**src/rtl/adler32_pkg.sv**
```systemverilog
// Shared constants, FSM state type and the modulo-65521 reduction used by the
// streaming Adler-32 engine.
package adler32_pkg;

   localparam int          ADLER_MOD  = 65521;
   localparam logic [31:0] ADLER_INIT = 32'h00000001;

   typedef enum logic [1:0] {
      IDLE,
      RUN,
      DONE
   } state_e;

   // Exact x mod 65521 for any 32-bit x. Because 2^16 mod 65521 = 15, the value
   // is folded twice (hi*15 + lo). After the second fold the result is below
   // 2*65521, so a single conditional subtract finishes the reduction.
   function automatic logic [15:0] mod65521(input logic [31:0] x);
      logic [20:0] fold1;
      logic [16:0] fold2;
      fold1 = 21'(x[31:16]) * 21'd15 + 21'(x[15:0]);
      fold2 = 17'(fold1[20:16]) * 17'd15 + 17'(fold1[15:0]);
      if (fold2 >= 17'(ADLER_MOD)) begin
         fold2 = fold2 - 17'(ADLER_MOD);
      end
      return fold2[15:0];
   endfunction

endpackage

```
**src/rtl/adler32_lane_fold.sv**
```systemverilog
// Combinational per-beat Adler-32 update. It folds the first k lanes of one
// beat into the running sums A and B. Lanes k and above do not affect the
// result.
module adler32_lane_fold
   import adler32_pkg::*;
#(
   parameter int LANES = 4
) (
   input  logic [15:0]        a_in,
   input  logic [15:0]        b_in,
   input  logic [8*LANES-1:0] in_data,
   input  logic [3:0]         k,
   output logic [15:0]        a_out,
   output logic [15:0]        b_out
);

   logic [31:0] sum_a;
   logic [31:0] sum_b;

   // A' = A + sum(d_i), B' = B + k*A + sum((k-i)*d_i), over i < k; both are
   // reduced exactly.
   always_comb begin
      sum_a = 32'(a_in);
      sum_b = 32'(b_in) + 32'(k) * 32'(a_in);
      for (int i = 0; i < LANES; i++) begin
         if (k > 4'(i)) begin
            sum_a = sum_a + 32'(in_data[8*i +: 8]);
            sum_b = sum_b + (32'(k) - 32'(i)) * 32'(in_data[8*i +: 8]);
         end
      end
      a_out = mod65521(sum_a);
      b_out = mod65521(sum_b);
   end

endmodule

```
**src/rtl/adler32_stream.sv**
```systemverilog
// Streaming Adler-32 engine. It takes a job descriptor, then accepts LANES
// bytes per beat until the job length has been consumed. The engine then
// holds {B,A} until the consumer takes it.
module adler32_stream
   import adler32_pkg::*;
#(
   parameter int LANES = 4,
   parameter int LEN_W = 32
) (
   input  logic               clock,
   input  logic               rst_n,
   input  logic               abort,
   input  logic               cfg_valid,
   output logic               cfg_ready,
   input  logic [LEN_W-1:0]   cfg_len,
   input  logic [31:0]        cfg_seed,
   input  logic               in_valid,
   output logic               in_ready,
   input  logic [8*LANES-1:0] in_data,
   output logic               out_valid,
   input  logic               out_ready,
   output logic [31:0]        out_checksum,
   output logic               busy
);

   state_e             state_q, state_d;
   logic [LEN_W-1:0]   remaining_q, remaining_d;
   logic [15:0]        a_q, a_d;
   logic [15:0]        b_q, b_d;
   logic [31:0]        checksum_q, checksum_d;

   logic [3:0]         k;
   logic [15:0]        fold_a, fold_b;
   logic [15:0]        seed_a, seed_b;

   assign k = (remaining_q >= LEN_W'(LANES)) ? 4'(LANES) : remaining_q[3:0];

   assign seed_a = mod65521(32'(cfg_seed[15:0]));
   assign seed_b = mod65521(32'(cfg_seed[31:16]));

   adler32_lane_fold #(
      .LANES (LANES)
   ) u_fold (
      .a_in    (a_q),
      .b_in    (b_q),
      .in_data (in_data),
      .k       (k),
      .a_out   (fold_a),
      .b_out   (fold_b)
   );

   // Next-state logic: abort wins over every handshake. The result register only
   // changes when a job completes.
   always_comb begin
      state_d     = state_q;
      remaining_d = remaining_q;
      a_d         = a_q;
      b_d         = b_q;
      checksum_d  = checksum_q;
      if (abort) begin
         state_d     = IDLE;
         remaining_d = '0;
      end else begin
         unique case (state_q)
            IDLE: begin
               if (cfg_valid) begin
                  a_d         = seed_a;
                  b_d         = seed_b;
                  remaining_d = cfg_len;
                  if (cfg_len == '0) begin
                     state_d    = DONE;
                     checksum_d = {seed_b, seed_a};
                  end else begin
                     state_d = RUN;
                  end
               end
            end
            RUN: begin
               if (in_valid) begin
                  a_d         = fold_a;
                  b_d         = fold_b;
                  remaining_d = remaining_q - LEN_W'(k);
                  if (remaining_d == '0) begin
                     state_d    = DONE;
                     checksum_d = {fold_b, fold_a};
                  end
               end
            end
            DONE: begin
               if (out_ready) begin
                  state_d = IDLE;
               end
            end
            default: state_d = IDLE;
         endcase
      end
   end

   // State and datapath registers, asynchronously cleared to the idle state.
   always_ff @(posedge clock or negedge rst_n) begin
      if (!rst_n) begin
         state_q     <= IDLE;
         remaining_q <= '0;
         a_q         <= ADLER_INIT[15:0];
         b_q         <= ADLER_INIT[31:16];
         checksum_q  <= ADLER_INIT;
      end else begin
         state_q     <= state_d;
         remaining_q <= remaining_d;
         a_q         <= a_d;
         b_q         <= b_d;
         checksum_q  <= checksum_d;
      end
   end

   assign cfg_ready    = (state_q == IDLE);
   assign in_ready     = (state_q == RUN);
   assign out_valid    = (state_q == DONE);
   assign busy         = (state_q == RUN) || (state_q == DONE);
   assign out_checksum = checksum_q;

endmodule
```
**config.mk**
```make
export PLATFORM = sky130hd
export DESIGN_NAME = adler32_stream
export DESIGN_NICKNAME = d
export VERILOG_FILES = /design/src/rtl/adler32_pkg.sv /design/src/rtl/adler32_lane_fold.sv /design/src/rtl/adler32_stream.sv
export SDC_FILE = /design/constraint.sdc
export NUM_CORES = 1
export LEC_CHECK = 0
export ABC_CLOCK_PERIOD_IN_PS = 32100
export CORE_MARGIN = 4
export CORE_UTILIZATION = 35
export CTS_CLUSTER_SIZE = 25
export DETAILED_ROUTE_END_ITERATION = 12
export GPL_ROUTABILITY_DRIVEN = 0
export SYNTH_ARGS = -nofsm -noshare
export SYNTH_HDL_FRONTEND = slang
export SYNTH_SLANG_ARGS = --single-unit
```
**constraint.sdc**
```tcl
create_clock -name clock -period 32.1 [get_ports clock]
set_clock_uncertainty 0.15 [all_clocks]
set_input_delay 4.815 -clock clock [delete_from_list [all_inputs] [get_ports clock]]
set_output_delay 4.815 -clock clock [all_outputs]
set_load 0.005 [all_outputs]
```
Yosys cells after proc, flatten, opt, wreduce, memory -nomap -nowiden
Cells that the tools add are included.
- add/sub/neg operators: 21
- multiply operators: 9
- magnitude comparators: 9
- equality and inequality tests: 10
- muxes and demuxes: 35
- bitwise operators: 1
- reductions and logical operators: 10
- operators with widths (kind ; count):
    32-bit 2-to-1 mux ; 15
    32-bit adder ; 4
    16-bit 2-to-1 mux ; 8
    32-bit one-hot mux with 2 select lines ; 2
    32-bit by 8-bit adder with 32-bit output ; 3
    32-bit by 8-bit multiplier with 32-bit output ; 3
    32-bit logical NOT ; 2
    16-bit one-hot mux with 2 select lines ; 2
    16-bit subtractor (second input constant) ; 4
    20-bit by 16-bit adder with 21-bit output ; 2
    16-bit by 4-bit multiplier with 20-bit output (second input constant) ; 2
    9-bit by 16-bit adder with 17-bit output ; 2
    17-bit by 16-bit greater-or-equal comparator with 1-bit output (second input constant) ; 2
    16-bit greater-or-equal comparator (second input constant) ; 2
    32-bit by 3-bit greater-or-equal comparator with 1-bit output (second input constant) ; 1
    32-bit by 4-bit subtractor with 32-bit output ; 1
    16-bit by 20-bit adder with 21-bit output ; 1
    4-bit by 16-bit multiplier with 20-bit output ; 1
    5-bit by 4-bit multiplier with 9-bit output (second input constant) ; 2
    16-bit by 8-bit adder with 17-bit output ; 1
    4-bit by 8-bit multiplier with 12-bit output ; 1
    2-bit 2-to-1 mux ; 6
    4-bit by 2-bit subtractor with 5-bit output (second input constant) ; 2
    4-bit by 1-bit greater-than comparator with 1-bit output (second input constant) ; 2
    other kinds (18) ; 24
- flip-flop bits (word level): 98
- bits of input ports: 102
- output and inout bits: 36
- logic and storage cells: 100

Depth between registers and ports, before layout
Gate-level depths: netlist of run 1.
- depth after elaboration: 21
- mapped depth: 119

Modules after synthesis
From an unflattened synthesis of run 1, not the netlist that was laid out.
- cells, all modules: 3432
- area total of the unflattened synthesis: 26799.5 um2
- by module, submodules not included (module ; instances ; cells an instance ; area an instance (um2) ; seq. area each (um2)):
    adler32_lane_fold ; 1 ; 2773 ; 20887.5 ; 0.0
    adler32_stream ; 1 ; 659 ; 5911.9 ; 2454.9

Worst setup path before layout of run 1
Ideal clock, no wire load.
- kind: input to register
- start: input port in_data[1]
- end: register checksum_q[17] (netlist: out_checksum[17])
- setup time: 0.125 ns
- arrival time: 27.662 ns
- required time: 31.825 ns
- path slack: 4.163 ns
- stages on the path: 99
- cells stage by stage: nand2_1 > fa_1 > fa_1 > inv_1 > ha_1 > a21o_1 > a21oi_1 > o21bai_1 > a21oi_1 > o21bai_1 > a21oi_1 > o21bai_1 > a21oi_1 > xnor2_1 > ha_1 > a21oi_1 > or4_1 > or3_1 > [63 not listed] > fa_1 > inv_1 > ha_1 > a21oi_1 > o21ai_0 > a21oi_1 > o21bai_1 > a21oi_1 > o21bai_1 > a21oi_1 > xor3_1 > nand2_1 > a211oi_1 > o2111ai_1 > clkbuf_1 > mux2i_1 > a21oi_1 > mux2_2
- cells in the longest elaborated chain, start to end: 18
- elaborated cells between the ends (all ways): 19
- ends and longest elaborated chain (what ; line ; text):
    from (decl) ; adler32_stream.sv:19 ; input logic [8*LANES-1:0] in_data,
    4-bit by 8-bit multiplier with 12-bit output * ; adler32_lane_fold.sv:28 ; sum_b = sum_b + (32'(k) - 32'(i)) * 32'(in_data[8*i +: 8]);
    32-bit adder * ; adler32_lane_fold.sv:28 ;
    32-bit 2-to-1 mux * ; adler32_lane_fold.sv:26 ; if (k > 4'(i)) begin
    32-bit adder ; adler32_lane_fold.sv:28 ;
    32-bit 2-to-1 mux * ; adler32_lane_fold.sv:26 ;
    32-bit adder ; adler32_lane_fold.sv:28 ;
    32-bit 2-to-1 mux * ; adler32_lane_fold.sv:26 ;
    32-bit adder ; adler32_lane_fold.sv:28 ;
    [2 not listed] ; n/a ;
    20-bit by 16-bit adder with 21-bit output * ; adler32_pkg.sv:20 ; fold1 = 21'(x[31:16]) * 21'd15 + 21'(x[15:0]);
    5-bit by 4-bit multiplier with 9-bit output ; adler32_pkg.sv:21 ; fold2 = 17'(fold1[20:16]) * 17'd15 + 17'(fold1[15:0]);
    9-bit by 16-bit adder with 17-bit output * ; adler32_pkg.sv:21 ;
    16-bit subtractor or 17-bit by 16-bit greater-or-equal comparator with 1-bit output (tied branches) ; adler32_pkg.sv:23, adler32_pkg.sv:22 ;
    16-bit 2-to-1 mux * ; adler32_pkg.sv:22 ; if (fold2 >= 17'(ADLER_MOD)) begin
    32-bit 2-to-1 mux * ; adler32_stream.sv:83 ; if (remaining_d == '0) begin
    32-bit 2-to-1 mux * ; adler32_stream.sv:79 ; if (in_valid) begin
    32-bit one-hot mux with 2 select lines * ; adler32_stream.sv:64 ; unique case (state_q)
    to (signal assigned) ; adler32_stream.sv:112 ; checksum_q <= checksum_d;
    to (decl) ; adler32_stream.sv:30 ; logic [31:0] checksum_q, checksum_d;
Mark *: on every way between the ends. The rest lies on a longest branch, timed or not. The select of a mux whose other input is x is not followed.
A chain may end at the register's enable or synchronous reset.

Final worst setup path of run 1
- start: input port in_data[1]
- end: register checksum_q[18] (netlist: out_checksum[18])
Same word-level chain as after synthesis.

==> qor.csv, run 1 <==
metric,value,unit
dp_hpwl,76500,microns
setup-violations-final,0,
ys.flop_type,dfrtp_1,
wl,90500,microns
cp_slowest_cell,fa_1,
crit_path_max_incr_delay,0.61,ns
remaining_drc_errors,0,
synth_compound_area_frac,0.154,
synth.area.mux_share,0.0221,
port_buffers,137,
grt_start_max_net_pins,73,
grt_pass1_vias,26451,
nets,4853,
antenna_found_initial,6,
start_util,0.354,
cts.sinks,98,
clk_latency,0.37,ns
r2r_cells,108,
multiInputGateArea,0.0264,sq mm
start_kind,input pin,
synth_top_area_share,0.292,
hold_violations,0,
rows,110,
fin_ws,1.83,ns
htree_levels,3,
drt_iter0_markers,1742,
max-cap-violations,0,
synth-simple-area-share,0.160,
synth_area,0.0319,sq mm
cts_root_buffer,clkbuf_16,
fmax,0.0330,GHz
cts_tree,yes,
worst_slew_pin_slew,1.19,ns
synth_cells,3847,
synthTopCellsByCount,"778 x inv_1, 466 x fa_1, 315 x ha_1",
path_class,in -> reg,
grt_pass1_wl,146000,microns
whs,0.352,ns
finalCritPeriodShare,0.943,
seq_area_frac_synth,0.0768,
die_area,0.0962,sq mm
ioPinCount,138,
detail_route.vias_per_cell,5.15,
synth_top_family_by_area,adder cells,
yosysWarnings,0,
drive_above_1_share,0.0410,
ys_seq_elements,98,
clk_pin_slew,0.07,ns
slew_violations,0,
synth_area_leaders,"fa_1 29%, ha_1 12%, inv_1 9.1%",
period_minus_slack,30.27,ns
grt.overflow.total,0,
synth_fa_ha_area_frac,0.417,
syn2layout_area_growth,10.1,%
core_area,0.0903,sq mm
max_slew_margin,0.203,
synth_edf_count,0,
yosysTopAreaCell,fa_1,
dr.pass1.iters,6,
regArea,0.00245,sq mm
wire_per_inst,17.6,microns
whs_path_depth,2,
crit_cells,101,
hold_path.class,reg -> reg,
cts_buffers,9,
rsz0062_at_grt,no,
cts_hold_buf,0,
ys_types,99,
outcome,"complete, no violations",
crit_fanout,18,
path_buf_inv,19,
fill_cells,9309,
setup_tns,0,ns
grt_usage,0.191,
syn_avg_cell_area,8.30,sq um
synth-xor-area-share,0.0657,
die_h,310,microns
setup.worst_path.end_class,flip-flop,
preCtsSetupSlack,1.39,ns
clockBufferDepth,2,
cp_top_family,adder cells,
vias,26552,
required,32.20,ns
yosysMostFrequentCell,inv_1,
antenna_left,0,
ys_async_sr_fraction,1.00,
crit_top_cell,fa_1,
fp.dieW,310,microns
critPathArrivalTime,30.37,ns
==> path summary, 6_finish.rpt <==
check | from | end | slack, ns
min reg2reg | b_q[8] | b_q[8] | 0.35
max in group asynchronous | rst_n | b_q[3] | 26.29
min in group asynchronous | rst_n | out_checksum[11] | 4.22
max | in_data[1] | out_checksum[18] | 1.83
max reg2reg | remaining_q[8] | out_checksum[18] | 2.78
min | b_q[8] | b_q[8] | 0.35
==> state kept, by name (all words and copies together) (netlist names) <==
name / cells
b_q: 16
remaining_q: 32
out_checksum: 32
state_q: 2
a_q: 16
==> layer usage <==
metal / part of all wire / wire, microns / vias to the layer above / track usage
met5: 0.00039 / 35 / - / 0
met4: 0.012 / 1080 / 6 / 0.0248
met3: 0.066 / 5990 / 71 / 0.0331
met2: 0.44 / 39600 / 637 / 0.298
met1: 0.48 / 43800 / 12984 / 0.284
li1: - / - / 12854 / -
==> worst register-to-register path, delay by kind of cell (launching register included) <==
family          cells  cell delay [ns]
compound gates     32             6.82
xor+xnor            5             0.99
fa+ha+maj          28            12.54
buf+inv            21             2.67
flops               1             0.48
mux                 1             0.26
simple gates       21             5.27
==> repair_timing <==
item,CTS,global route
setup endpoints to repair,0,18
setup buffers,0,0
resized for setup,0,4
==> kinds of logic (layout without fill, tap and decap cells) <==
kind of cell               Yosys count  after routing
muxes                               65             65
and+or+nand+nor                   1025           1025
xor gates and xnor gates           233            233
buffers and inverters              882            970
DFF                                 98             98
AOI/OAI and AO/OA                  757            757
adders and majority gates          785            785
other                                2             43
==> final cells by class <==
| type | count | share of cell area |
|---|---|---|
| multi-input combinational | 2907 | 0.749 |
| inverter | 780 | 0.0832 |
| sequential | 98 | 0.0698 |
| timing repair buffer | 174 | 0.0468 |
| tap | 1176 | 0.0418 |
| clock buffer | 9 | 0.00640 |
| clock inverter | 7 | 0.00238 |
| antenna | 1 | 0.0000711 |
==> placed cells by master (no fill, tap or decap), types with 30 or more instances in the layout <==
| master | synthesis | layout |
|---|---|---|
| a21o_1 | 48 | 48 |
| a21oi_1 | 201 | 200 |
| a31oi_1 | 30 | 30 |
| and2_1 | 84 | 84 |
| and3_1 | 67 | 67 |
| buf_4 | 0 | 38 |
| clkdlybuf4s50_1 | 0 | 136 |
| conb_1 | 2 | 42 |
| dfrtp_1 | 96 | 96 |
| fa_1 | 466 | 466 |
| ha_1 | 315 | 314 |
| inv_1 | 778 | 777 |
| mux2_2 | 44 | 44 |
| nand2_1 | 277 | 274 |
| nand3_1 | 62 | 61 |
| nor2_1 | 237 | 235 |
| nor2b_1 | 32 | 32 |
| nor3_1 | 82 | 82 |
| nor4_1 | 34 | 34 |
| o21a_1 | 38 | 38 |
| o21ai_0 | 171 | 171 |
| o21bai_1 | 31 | 31 |
| o31ai_1 | 33 | 31 |
| xnor2_1 | 161 | 161 |
| xor2_1 | 68 | 68 |
==> metrics by stage <==
step,instances,instance area (sq um),utilization
final,5152,35200,0.390
after global routing,5151,35200,0.390
after CTS,5151,35200,0.389
after detailed placement,5135,34800,0.386
after global placement,5135,34800,0.386
after floorplan,3887,32100,-
Power of run 1 is not shown: default switching activity piles up to over one toggle a cycle in this logic, so the estimate is an artifact.
==> inputs of run 2 (changes only) <==
Settings changed: CORE_ASPECT_RATIO from default to 0.6, GPL_TIMING_DRIVEN from default to 0.
==> qor.csv, run 2 (same netlist as run 1, synthesis figures left out) <==
metric,value,unit,change
cts_buffers,9,,unchanged
start_util,0.355,,was 0.354
cts_hold_buf,0,,unchanged
wire_per_inst,19.8,microns,was 17.6 microns
nets,4927,,was 4853
timing.rr.start,remaining_q[9],,was remaining_q[8]
fill_cells,9305,,was 9309
r2r_cells,115,,was 108
max_slew_margin,0.133,,was 0.203
critPathArrivalTime,30.81,ns,was 30.37 ns
max-cap-violations,0,,unchanged
required,32.20,ns,about the same
crit_path_max_incr_delay,0.64,ns,was 0.61 ns
hold_path.class,reg -> reg,,unchanged
drt_iter0_markers,2576,,was 1742
setup.worst_path.end_class,flip-flop,,unchanged
htree_levels,3,,unchanged
dp_hpwl,90300,microns,was 76500 microns
grt_start_max_net_pins,67,,was 73
clk_latency,0.37,ns,about the same
path_class,in -> reg,,unchanged
clk_pin_slew,0.07,ns,about the same
cts.sinks,98,,unchanged
crit_fanout,10,,was 18
setup-violations-final,0,,unchanged
antenna_found_initial,7,,was 6
cts_root_buffer,clkbuf_16,,unchanged
clockBufferDepth,2,,unchanged
layout_commonest_cell,inv_1,,unchanged
start_kind,input pin,,unchanged
cp-endpoint,b_q[1],,was out_checksum[18]
port_buffers,136,,was 137
die_h,242,microns,was 310 microns
wl,105000,microns,was 90500 microns
placedCellCount,5246,,was 5135
hold_violations,0,,unchanged
detail_route.vias_per_cell,5.21,,was 5.15
worst_slew_pin_slew,1.28,ns,was 1.19 ns
cp_slowest_cell,clkdlybuf4s50_1,,was fa_1
remaining_drc_errors,0,,unchanged
setup.worst_path.start,in_data[1],,unchanged
fmax,0.0326,GHz,was 0.0330 GHz
core_area,0.0901,sq mm,was 0.0903 sq mm
grt.overflow.total,0,,unchanged
vias,27466,,was 26552
die_area,0.0963,sq mm,was 0.0962 sq mm
r2r_slack,1.42,ns,was 2.78 ns
dr.pass1.iters,5,,was 6
outcome,"complete, no violations",,unchanged
rows,85,,was 110
final_cell_mix,"778 x inv_1, 464 x fa_1, 315 x ha_1",,"was 777 x inv_1, 466 x fa_1, 314 x ha_1"
slew_violations,0,,unchanged
finalCritPeriodShare,0.957,,was 0.943
reg2reg_to,b_q[1],,was out_checksum[18]
grt_pass1_vias,26348,,was 26451
grt_usage,0.215,,was 0.191
fp.dieW,398,microns,was 310 microns
antenna_left,0,,unchanged
drive_above_1_share,0.0427,,was 0.0410
syn2layout_area_growth,11.7,%,was 10.1%
crit_top_cell,fa_1,,unchanged
ioPinCount,138,,unchanged
fin_cells,5272,,was 5152
period_minus_slack,30.71,ns,was 30.27 ns
cts_tree,yes,,unchanged
grt_pass1_wl,160000,microns,was 146000 microns
run 2: metal layers:
layer / track usage / share of wire / vias up
met1: 0.337 / 0.49 / 13225
met3: 0.115 / 0.16 / 51
met5: 0 / 0 / -
met4: 0.0173 / 0.0069 / 0
met2: 0.257 / 0.35 / 1167
li1: - / - / 13023
run 2: how the worst min path moves through the flow:
stage,to,from,cells after the start
3_3_place_gp,b_q[9],b_q[9],2
6_report,b_q[5],b_q[5],2
5_1_grt,b_q[7],b_q[7],2
2_1_floorplan,b_q[5],b_q[5],2
3_5_place_dp,b_q[5],b_q[5],2
4_1_cts,b_q[5],b_q[5],2
run 2: worst max-delay path: cells and delay by family:
kind | cells | cell delay (ns)
muxes | 2 | 0.59
adders and majority gates | 27 | 12.43
xor gates and xnor gates | 5 | 0.89
buffers and inverters | 20 | 2.03
and+or+nand+nor | 15 | 3.04
AOI/OAI and AO/OA | 36 | 7.00
run 2: timing repair:
action	in CTS	in global routing
pin swaps	0	1
endpoints found under the setup margin	6	32
resized for setup	1	54
buffers inserted	0	5
cloned	0	0
run 2: cell type report:
type	instances	area [sq um]	share of cell area
diodes	5	12.5	0.000351
well taps	1218	1520	0.0427
plain buffers	102	427	0.0120
flip-flops and latches	98	2450	0.0688
clock inverters	6	47.5	0.00133
clock buffers	10	239	0.00670
multi-input cells	2907	26600	0.744
repair buffers	146	1500	0.0421
inverters	780	2930	0.0820
run 2: metrics by stage:
stage,TNS [ns],hold WS [ns],util,instance area [sq um],setup slack [ns]
floorplan,0,0.300,-,32100,4.16
detailed placement,-1.19,0.321,0.390,35100,-0.165
finish,0,0.333,0.396,35700,1.39
global route,-0.0421,0.375,0.396,35700,-0.0211
global placement,0,0.315,0.388,35000,0.00388
CTS,0,0.337,0.393,35400,0.0383
Power of run 2 is left out for the same reason.
==> inputs of run 3 (changes only) <==
Settings changed: ABC_AREA from default to 1.
==> qor.csv, run 3 <==
metric,value,unit,change
fill_cells,9266,,was 9305
rsz0062_at_grt,no,,
r2r_cells,129,,was 115
whs,0.320,ns,was 0.333 ns
yosysWarnings,0,,unchanged
setup-violations-final,0,,unchanged
drt_iter0_markers,2326,,was 2576
worst_slew_pin_slew,1.23,ns,was 1.28 ns
fmax,0.0331,GHz,was 0.0326 GHz
synth_top_area_share,0.297,,was 0.292
synth-simple-area-share,0.204,,was 0.160
timing.rr.start,remaining_q[5],,was remaining_q[9]
grt.overflow.total,0,,unchanged
start_util,0.356,,was 0.355
synth.area.mux_share,0.000636,,was 0.0221
detail_route.vias_per_cell,4.80,,was 5.21
final_area,0.0349,sq mm,was 0.0357 sq mm
yosysTopAreaCell,fa_1,,unchanged
remaining_drc_errors,0,,unchanged
min-delay-start,out_checksum[0],,was b_q[5]
ys_types,54,,was 99
grt_start_max_net_pins,68,,was 67
ys_seq_elements,98,,unchanged
nets,5429,,was 4927
post_cts_buffers,0,,unchanged
synth_cells,4356,,was 3847
setup_tns,0,ns,unchanged
period_minus_slack,30.21,ns,was 30.71 ns
cts_tree,yes,,unchanged
required,32.22,ns,was 32.20 ns
setup.worst_path.start,in_data[2],,was in_data[1]
vias,27629,,was 27466
grt_pass1_wl,152000,microns,was 160000 microns
synth_compound_area_frac,0.0982,,was 0.154
synth_edf_count,0,,unchanged
cp_top_family,adder cells,,unchanged
start_kind,input pin,,unchanged
post-route-util,0.395,,was 0.396
synth-xor-area-share,0.0603,,was 0.0657
synth_top_family_by_area,adder cells,,unchanged
cts_hold_buf,0,,unchanged
synth_area,0.0315,sq mm,was 0.0319 sq mm
dpl_cell_area,0.0346,sq mm,was 0.0351 sq mm
outcome,"complete, no violations",,unchanged
port_buffers,137,,was 136
clk_latency,0.38,ns,was 0.37 ns
cts_root_buffer,clkbuf_16,,unchanged
syn_avg_cell_area,7.22,sq um,was 8.30 sq um
final_cell_mix,"1050 x inv_1, 888 x nand2_1, 464 x fa_1",,"was 778 x inv_1, 464 x fa_1, 315 x ha_1"
htree_levels,3,,unchanged
hold_violations,0,,unchanged
antenna_found_initial,4,,was 7
antenna_left,0,,unchanged
syn2layout_area_growth,11.0,%,was 11.7%
dp_hpwl,85300,microns,was 90300 microns
fp.dieW,395,microns,was 398 microns
max_slew_margin,0.177,,was 0.133
synth_area_leaders,"fa_1 30%, inv_1 13%, ha_1 13%",,"was fa_1 29%, ha_1 12%, inv_1 9.1%"
hold_path.class,reg -> reg,,unchanged
crit_path_max_incr_delay,0.58,ns,was 0.64 ns
synthTopCellsByCount,"1054 x inv_1, 888 x nand2_1, 466 x fa_1",,"was 778 x inv_1, 466 x fa_1, 315 x ha_1"
ioPinCount,138,,unchanged
critPathArrivalTime,30.32,ns,was 30.81 ns
slew_violations,0,,unchanged
rows,84,,was 85
cts_buffers,9,,unchanged
cp_slowest_cell,fa_1,,was clkdlybuf4s50_1
finalCritPeriodShare,0.941,,was 0.957
whs_path_depth,2,,unchanged
path_class,in -> reg,,unchanged
clk_pin_slew,0.07,ns,about the same
die_h,240,microns,was 242 microns
setup.worst_path.end_class,flip-flop,,unchanged
grt_usage,0.205,,was 0.215
crit_cells,119,,was 105
post_cts_resized,0,,was 1
wl,96600,microns,was 105000 microns
crit_fanout,9,,was 10
ys_async_sr_fraction,1.00,,unchanged
path_buf_inv,22,,was 20
synth_fa_ha_area_frac,0.422,,was 0.417
drive_above_1_share,0.0259,,was 0.0427
clockBufferDepth,2,,unchanged
reg2reg_to,out_checksum[17],,was b_q[1]
yosysMostFrequentCell,inv_1,,unchanged
holdPathEnd,out_checksum[0],,was b_q[5]
grt_pass1_vias,26554,,was 26348
multiInputGateArea,0.0249,sq mm,was 0.0266 sq mm
max-cap-violations,0,,unchanged
r2r_slack,2.31,ns,was 1.42 ns
wire_per_inst,16.8,microns,was 19.8 microns
layout_commonest_cell,inv_1,,unchanged
regArea,0.00245,sq mm,unchanged
ys.flop_type,dfrtp_1,,unchanged
seq_area_frac_synth,0.0780,,was 0.0768
cts.sinks,98,,unchanged
die_area,0.0949,sq mm,was 0.0963 sq mm
dr.pass1.iters,7,,was 5
core_area,0.0884,sq mm,was 0.0901 sq mm
==> run 3: changes by cell type in the layout (fill, tap and decap cells not counted), sizes merged, moves of 70 or more <==
cell / previous run / this run
inv: 781 / 1072
and2: 86 / 4
xnor2: 161 / 77
nand2: 277 / 904
nor2: 239 / 406
xor2: 68 / 138
nand3: 62 / 151
==> run 3: how the worst max path moves through the flow <==
stage,to
floorplan,b_q[2]
global placement,b_q[3]
detailed placement,b_q[3]
CTS,b_q[3]
global route,b_q[2]
finish,out_checksum[17]
==> run 3: routing by layer <==
layer,vias up,wire length (microns),GRT usage,part of all wire
met2,890,34800,0.260,0.36
met3,47,11700,0.0767,0.12
li1,13554,-,-,-
met5,-,0,0,0
met1,13138,49200,0.329,0.51
met4,0,918,0.0190,0.0095
==> run 3: area by class of cell <==
class | count | area share
antenna | 2 | 0.000143
inverter | 1075 | 0.116
clock inverter | 7 | 0.00204
clock buffer | 9 | 0.00645
sequential | 98 | 0.0703
buffer | 70 | 0.00799
timing repair buffer | 140 | 0.0411
multi-input combinational | 3152 | 0.713
tap | 1204 | 0.0431
==> run 3: per-stage QoR <==
stage          setup WS, ns  std cells
3_5_place_dp          0.765       5740
4_1_cts                1.08       5756
3_3_place_gp          0.996       5737
5_1_grt               0.103       5757
2_1_floorplan          5.11       4396
6_report               1.89       5757
==> run 3: worst reg2reg max path: cells and delay by family, from the launching register on <==
kind,cells,cell delay (ns)
flops,1,0.49
buf+inv,25,4.06
compound gates,31,6.09
simple gates,40,4.53
xor+xnor,5,1.10
fa+ha+maj,28,13.25
==> run 3: cell families after synthesis <==
| logic type | Yosys count |
|---|---|
| simple gates | 1556 |
| buf+inv | 1146 |
| fa+ha+maj | 781 |
| compound gates | 556 |
| xor+xnor | 215 |
| flops | 98 |
| other cells | 2 |
| mux | 2 |
Power of run 3 is left out for the same reason.
